==> src/rtl/async_pkg.sv <==
// Shared types and helpers for the bundled-data micropipeline.
package async_pkg;

  typedef enum logic {
    PROTO_2PHASE = 1'b0,
    PROTO_4PHASE = 1'b1
  } protocol_e;

  localparam int unsigned DEFAULT_WIDTH = 32;

  // Convenience word type for users running the pipe at its default width.
  typedef logic [DEFAULT_WIDTH-1:0] word_t;

  // Any PHASES value other than 2 selects return-to-zero signalling.
  function automatic protocol_e proto_from_phases(input int unsigned phases);
    return (phases == 32'd2) ? PROTO_2PHASE : PROTO_4PHASE;
  endfunction

endpackage

==> src/rtl/handshake_stage_m.sv <==
// One micropipeline stage: matched-delay line, registered C-element, data latch.
module handshake_stage_m
  import async_pkg::*;
#(
  parameter int unsigned WIDTH = DEFAULT_WIDTH,
  parameter int unsigned DELAY = 2,
  parameter protocol_e   PROTO = PROTO_4PHASE
) (
  input  logic             clk,
  input  logic             reset,
  input  logic             req_in,
  input  logic             ack_in,
  input  logic [WIDTH-1:0] data_in,
  output logic             c_out,
  output logic [WIDTH-1:0] data_out,
  output logic             aclk_out
);

  logic d_c;
  logic c_next_c;
  logic capture_c;

  if (DELAY == 0) begin : g_no_delay
    assign d_c = req_in;
  end else begin : g_delay
    logic [DELAY-1:0] line_q;

    // Shift register modelling the matched delay; oldest sample at the MSB.
    always_ff @(posedge clk) begin
      if (reset) begin
        line_q <= '0;
      end else begin
        line_q <= DELAY'({line_q, req_in});
      end
    end

    assign d_c = line_q[DELAY-1];
  end

  // C-element: follow the delayed request only once the successor has caught up.
  assign c_next_c  = (d_c == ~ack_in) ? d_c : c_out;
  assign capture_c = (PROTO == PROTO_4PHASE) ? (c_next_c & ~c_out)
                                             : (c_next_c ^ c_out);

  // Controller state, latch and one-cycle latch-enable pulse.
  always_ff @(posedge clk) begin
    if (reset) begin
      c_out    <= 1'b0;
      data_out <= '0;
      aclk_out <= 1'b0;
    end else begin
      c_out    <= c_next_c;
      aclk_out <= capture_c;
      if (capture_c) begin
        data_out <= data_in;
      end
    end
  end

endmodule

==> src/rtl/handshake_pipe_m.sv <==
// Bundled-data micropipeline: a chain of handshake stages between producer and consumer.
module handshake_pipe_m
  import async_pkg::*;
#(
  parameter int unsigned STAGES = 4,
  parameter int unsigned WIDTH  = DEFAULT_WIDTH,
  parameter int unsigned DELAY  = 2,
  parameter int unsigned PHASES = 4
) (
  input  logic              clk,
  input  logic              reset,
  input  logic              left_req_in,
  output logic              left_ack_out,
  input  logic [WIDTH-1:0]  left_data_in,
  output logic              right_req_out,
  input  logic              right_ack_in,
  output logic [WIDTH-1:0]  right_data_out,
  output logic [STAGES-1:0] aclk_out
);

  localparam protocol_e PROTO = proto_from_phases(PHASES);

  logic [STAGES-1:0] c;
  logic [WIDTH-1:0]  latch [STAGES];

  for (genvar i = 0; i < STAGES; i++) begin : g_stage
    logic             req_c;
    logic             ack_c;
    logic [WIDTH-1:0] din_c;

    if (i == 0) begin : g_head
      assign req_c = left_req_in;
      assign din_c = left_data_in;
    end else begin : g_body
      assign req_c = c[i-1];
      assign din_c = latch[i-1];
    end

    if (i == STAGES - 1) begin : g_tail
      assign ack_c = right_ack_in;
    end else begin : g_inner
      assign ack_c = c[i+1];
    end

    handshake_stage_m #(
      .WIDTH (WIDTH),
      .DELAY (DELAY),
      .PROTO (PROTO)
    ) u_stage (
      .clk      (clk),
      .reset    (reset),
      .req_in   (req_c),
      .ack_in   (ack_c),
      .data_in  (din_c),
      .c_out    (c[i]),
      .data_out (latch[i]),
      .aclk_out (aclk_out[i])
    );
  end

  assign left_ack_out   = c[0];
  assign right_req_out  = c[STAGES-1];
  assign right_data_out = latch[STAGES-1];

  // Previous-cycle handshake levels, used only by the protocol checks below.
  logic left_req_q;
  logic right_ack_q;
  logic chk_valid_q;

  always_ff @(posedge clk) begin
    if (reset) begin
      chk_valid_q <= 1'b0;
    end else begin
      chk_valid_q <= 1'b1;
    end
    left_req_q  <= left_req_in;
    right_ack_q <= right_ack_in;
  end

  // Environment may only move req once acked, and ack only while a req is pending.
  always_ff @(posedge clk) begin
    if (!reset && chk_valid_q) begin
      left_proto_chk: assert ((left_req_in == left_req_q) || (left_ack_out == left_req_q));
      right_proto_chk: assert ((right_ack_in == right_ack_q) || (right_req_out != right_ack_q));
    end
  end

endmodule

==> config.mk <==
export PLATFORM = sky130hd
export DESIGN_NAME = handshake_pipe_m
export DESIGN_NICKNAME = d
export VERILOG_FILES = /design/src/rtl/async_pkg.sv /design/src/rtl/handshake_stage_m.sv /design/src/rtl/handshake_pipe_m.sv
export SDC_FILE = /design/constraint.sdc
export NUM_CORES = 1
export LEC_CHECK = 0
export CAP_MARGIN = 40
export CORE_MARGIN = 2
export CORE_UTILIZATION = 55
export CTS_CLUSTER_SIZE = 25
export DETAILED_ROUTE_END_ITERATION = 7
export MAX_ROUTING_LAYER = met4
export PLACE_DENSITY = 0.89
export SETUP_SLACK_MARGIN = 0.4
export SLEW_MARGIN = 10
export SYNTH_ARGS = -nofsm -noshare
export SYNTH_HDL_FRONTEND = slang
export SYNTH_HIERARCHICAL = 1
export SYNTH_SLANG_ARGS = --single-unit
==> constraint.sdc <==
create_clock -name clk -period 3.6 [get_ports clk]
set_clock_uncertainty 0.05 [all_clocks]
set_input_delay 0.72 -clock clk [delete_from_list [all_inputs] [get_ports clk]]
set_output_delay 0.72 -clock clk [all_outputs]
set_load 0.05 [all_outputs]
==> After elaboration in Yosys (flattened, before gate mapping) <==
Index checks and enable logic that the tools add are counted.
{ "word_totals": {"word_cells": 33, "ff_bits": 144, "inputBits": 36, "output_inout_bits": 38} }
{ "classes": {"n_bitwise": 9, "muxes": 4, "n_eq_ne": 4} }
{ "op_table": {"columns": ["cell", "n"], "rows": [
  ["1-bit inverter", 5],
  ["1-bit bitwise AND", 4],
  ["1-bit equality test", 4],
  ["1-bit 2-to-1 mux", 4]
]} }

==> Logic depth before layout (Yosys ltp) <==
{ "logic_depth": {"ltp_word": 4, "depth_mapped": 5, "ltp_nobuf": 3} }

==> By module <==
Netlist, hierarchy kept.
{ "modules_own_cells": {"columns": ["module", "cells_per_inst", "seq_area_each_um2", "instances", "area_each_um2"], "rows": [
  ["handshake_stage_m", 152, 720.7, 4, 1244.9]
]} }

==> Least setup slack after synthesis <==
No wires, ideal clock.
{ "synth_timing": {"path_kind": "input-to-reg", "from": "input port right_ack_in", "to": "register g_stage[3].u_stage.data_out[0]", "required_ns": 3.418, "arrival_time_ns": 1.473, "n_path_buf": 2, "path_slack_ns": 1.944, "cell_stages": 5, "setup_time_ns": 0.132, "path_cell_list": "or3b_1 > buf_2 > buf_6 > nand2_1 > a21oi_1"} }
{ "synth_between": {"elab_chain_len": 4} }
{ "synth_lines": {"columns": ["element", "line", "text"], "rows": [
  ["from (decl)", "handshake_pipe_m.sv:16", "input logic right_ack_in,"],
  ["1-bit inverter", "handshake_stage_m.sv:41", "assign c_next_c = (d_c == ~ack_in) ? d_c : c_out;"],
  ["1-bit equality test", "handshake_stage_m.sv:41", null],
  ["1-bit 2-to-1 mux", "handshake_stage_m.sv:41", null],
  ["1-bit bitwise AND", "handshake_stage_m.sv:42", "assign capture_c = (PROTO == PROTO_4PHASE) ? (c_next_c & ~c_out)"],
  ["to (signal assigned)", "handshake_stage_m.sv:55", "data_out <= data_in;"],
  ["to (decl)", "handshake_stage_m.sv:15", "output logic [WIDTH-1:0] data_out,"]
]} }
Every way passes these cells.
A chain may end at the register's enable or synchronous reset.

==> Final worst setup path <==
{ "layout_timing": {"from": "register g_stage[3].u_stage.c_out", "to": "output port right_req_out"} }
{ "layout_rtl": {"columns": ["element", "line", "text"], "rows": [
  ["from (decl)", "handshake_stage_m.sv:14", "output logic c_out,"],
  ["from (signal assigned)", "handshake_stage_m.sv:52", "c_out <= c_next_c;"],
  ["to (decl)", "handshake_pipe_m.sv:15", "output logic right_req_out,"]
]} }
No word-level cell between the ends.

==> reports/summary.txt <==
post-route ant nets -> 0
HP Class -> flip-flop to flip-flop
CP Launch Type -> flip-flop
Top Usage Layer GRT -> met2
Final Cycle Share -> 0.751
WP data required -> 2.83 ns
crit-path cells -> clkdlybuf4s50_1
cts bufs inserted -> 17
first-pass GRT wire length -> 18700 um
post_cts resized -> 0
core area -> 0.00876 mm^2
Final Wtd Congestion -> 0.792
drt total wl -> 11400 um
Worst VDD drop -> 0.308 mV
Leak -> 2.12 nW
DR vias/cell -> 5.27
Total GRT Usage -> 0.250
DR DRC count -> 0
Max FO, Critical Path -> 8
Critical Path AT -> 1.93 ns
Critical Path Max Stage Delay -> 0.87 ns
Fillers -> 591
met2 global-route usage -> 0.428
clk root buf -> clkbuf_8
Post-synth top cells -> nand2_1 (260), dfxtp_1 (144), a21oi_1 (132)
Cell Area, Synth -> 0.00498 mm^2
yosys warns -> 6
clk buf depth -> 2
top post-synthesis cells by area -> dfxtp_1 (58%), nand2_1 (20%), a21oi_1 (13%)
IO Count -> 74
Clk Latency, worst-skew pair -> 0.53 ns
Worst-path clk slew -> 0.06 ns
Starting Density -> 0.568
met1 Resource Use GR -> 0.271
DPL Wire Length -> 6860 um
slowest cell on the critical path -> clkdlybuf4s50_1
kind of critical path -> flip-flop to output port
Fmax achieved -> 370 MHz
Slew HR -> 0.499
RSZ-0062 raised after global routing -> no
register area share after synthesis -> 0.579
setup repair bufs after CTS -> 0
Port Buffers -> 73
status -> finished clean
syn_nets -> 644
async set-reset flop share out of synthesis -> 0
Post-Syn Area per Cell -> 8.19 um^2
CTS Hold Bufs -> 0
final net count -> 701
Routed wire per std cell -> 14.4 um
Cell Pwr Density -> 552 mW/mm^2
Critical Path End Type -> output port
EDFF count, synth -> 0
Final Non-Filler Cells -> 786
Die Ht -> 99.2 um
Largest delay share family, worst path -> buffers and inverters
Placement Rows -> 34
Layout area overhead -> 27.9%
crit path buf inv count -> 1
Yosys top cell area share -> 0.579
die width -> 99.2 um
Synth area leader -> dfxtp_1
Final Setup Violations -> 0
final worst path period need -> 2.70 ns
initial antenna violation count -> 0
H-tree depth -> 4
initial DRC count -> 213
Pre-antenna DRT Iters -> 4
gr ovfl total -> 0
number of global-route vias before repair -> 4166
largest net degree at the start of global routing -> 75
Hold Fails Final Rpt -> 0
top-count cell post-synth -> nand2_1
Layout Utilization -> 0.727
Diodes inserted -> 0
CTS tree -> built
Worst Tran Pin Value -> 0.751 ns
die area -> 0.00983 mm^2
max_cap viols -> 0
TNS Setup -> 0 ns
via count -> 4144
Synth Instances -> 608
met3 usage -> 0.0675
ratio of cells with drive above 1 in the final layout -> 0.0678
max-slew violation count -> 0
DP Cell Count -> 754
synthesis-stage register bit count -> 144
clock sink count -> 144
Yosys cell types -> 12
top_reg_cell synth -> dfxtp_1
-- per-layer routing --
| layer | up-vias | share of wire |
|---|---|---|
| li1 | 2062 | - |
| met1 | 1924 | 0.40 |
| met2 | 136 | 0.51 |
| met3 | 22 | 0.063 |
| met4 | 0 | 0.019 |
| met5 | - | 0 |
-- state kept, by name, indices dropped and copies added, names as in the netlist --
| name | cells |
|---|---|
| g_stage.u_stage/data_out | 128 |
| g_stage.u_stage/g_delay.line_q | 8 |
| g_stage.u_stage/aclk_out | 4 |
| g_stage.u_stage/c_out | 4 |
-- final cells by class --
cell class,count,area [um^2],area share
Timing Repair Buffer,82,895,0.140
Clock buffer,18,428,0.0672
Tap cell,108,135,0.0212
Clock inverter,14,183,0.0287
Multi-Input combinational cell,416,1830,0.288
Inverter,4,15.0,0.00236
Sequential cell,144,2880,0.453
-- where the power goes --
group | internal, mW | leakage (nW) | switching, mW
logic | 0.0551 | 0.669 | 0.0616
clock network | 1.08 | 0.289 | 0.696
registers | 1.61 | 1.16 | 0.00998
total | 2.75 | 2.12 | 0.768
-- kinds of logic after synthesis --
kind of cell           after synthesis  synth area share
AOI/OAI and AO/OA                  136             0.137
buffers and inverters               48            0.0583
DFF                                144             0.579
and+or+nand+nor                    280             0.226
-- stage by stage --
stage / hold slack, ns / total power, mW / area [um^2] / setup WS (ns)
floorplan: 0.364 / 1.71 / 4980 / 1.94
finish: 0.397 / 3.52 / 6370 / 0.895
CTS: 0.401 / 3.53 / 6370 / 0.869
global route: 0.412 / 3.62 / 6370 / 0.813
global placement: 0.367 / 1.76 / 5620 / 1.10
detailed placement: 0.391 / 1.77 / 5760 / 1.23
-- final timing paths --
path / slack, ns / start / depth (start not counted) / to
hold / removal: 0.40 / g_stage[1].u_stage/g_delay.line_q[0] / 1 / g_stage[1].u_stage/g_delay.line_q[1]
setup reg to reg: 1.78 / g_stage[1].u_stage/c_out / 4 / g_stage[1].u_stage/data_out[31]
hold reg to reg: 0.40 / g_stage[1].u_stage/g_delay.line_q[0] / 1 / g_stage[1].u_stage/g_delay.line_q[1]
setup / recovery: 0.90 / g_stage[3].u_stage/c_out / 1 / right_req_out
-- placed cells by master (no fill, tap or decap) --
cell type | synthesis | routed
a21oi_1 | 132 | 132
buf_12 | 0 | 1
buf_16 | 0 | 3
buf_4 | 0 | 2
buf_6 | 12 | 1
buf_8 | 0 | 3
bufinv_16 | 0 | 3
clkbuf_16 | 0 | 16
clkbuf_8 | 0 | 2
clkdlybuf4s50_1 | 0 | 72
clkinv_4 | 0 | 5
clkinvlp_4 | 0 | 3
dfxtp_1 | 144 | 144
inv_1 | 4 | 4
inv_6 | 0 | 3
nand2_1 | 260 | 260
nor2_1 | 4 | 4
nor2b_1 | 8 | 8
nor3b_4 | 0 | 4
o21ai_0 | 4 | 4
or3b_1 | 4 | 4
-- worst reg2reg max path, delay by kind of cell (launching register included) --
kind	cells	cell delay [ns]
compound gates	1	0.16
buf+inv	1	0.25
flops	1	0.54
simple gates	2	0.74
Power figures use the tool's default switching activity.
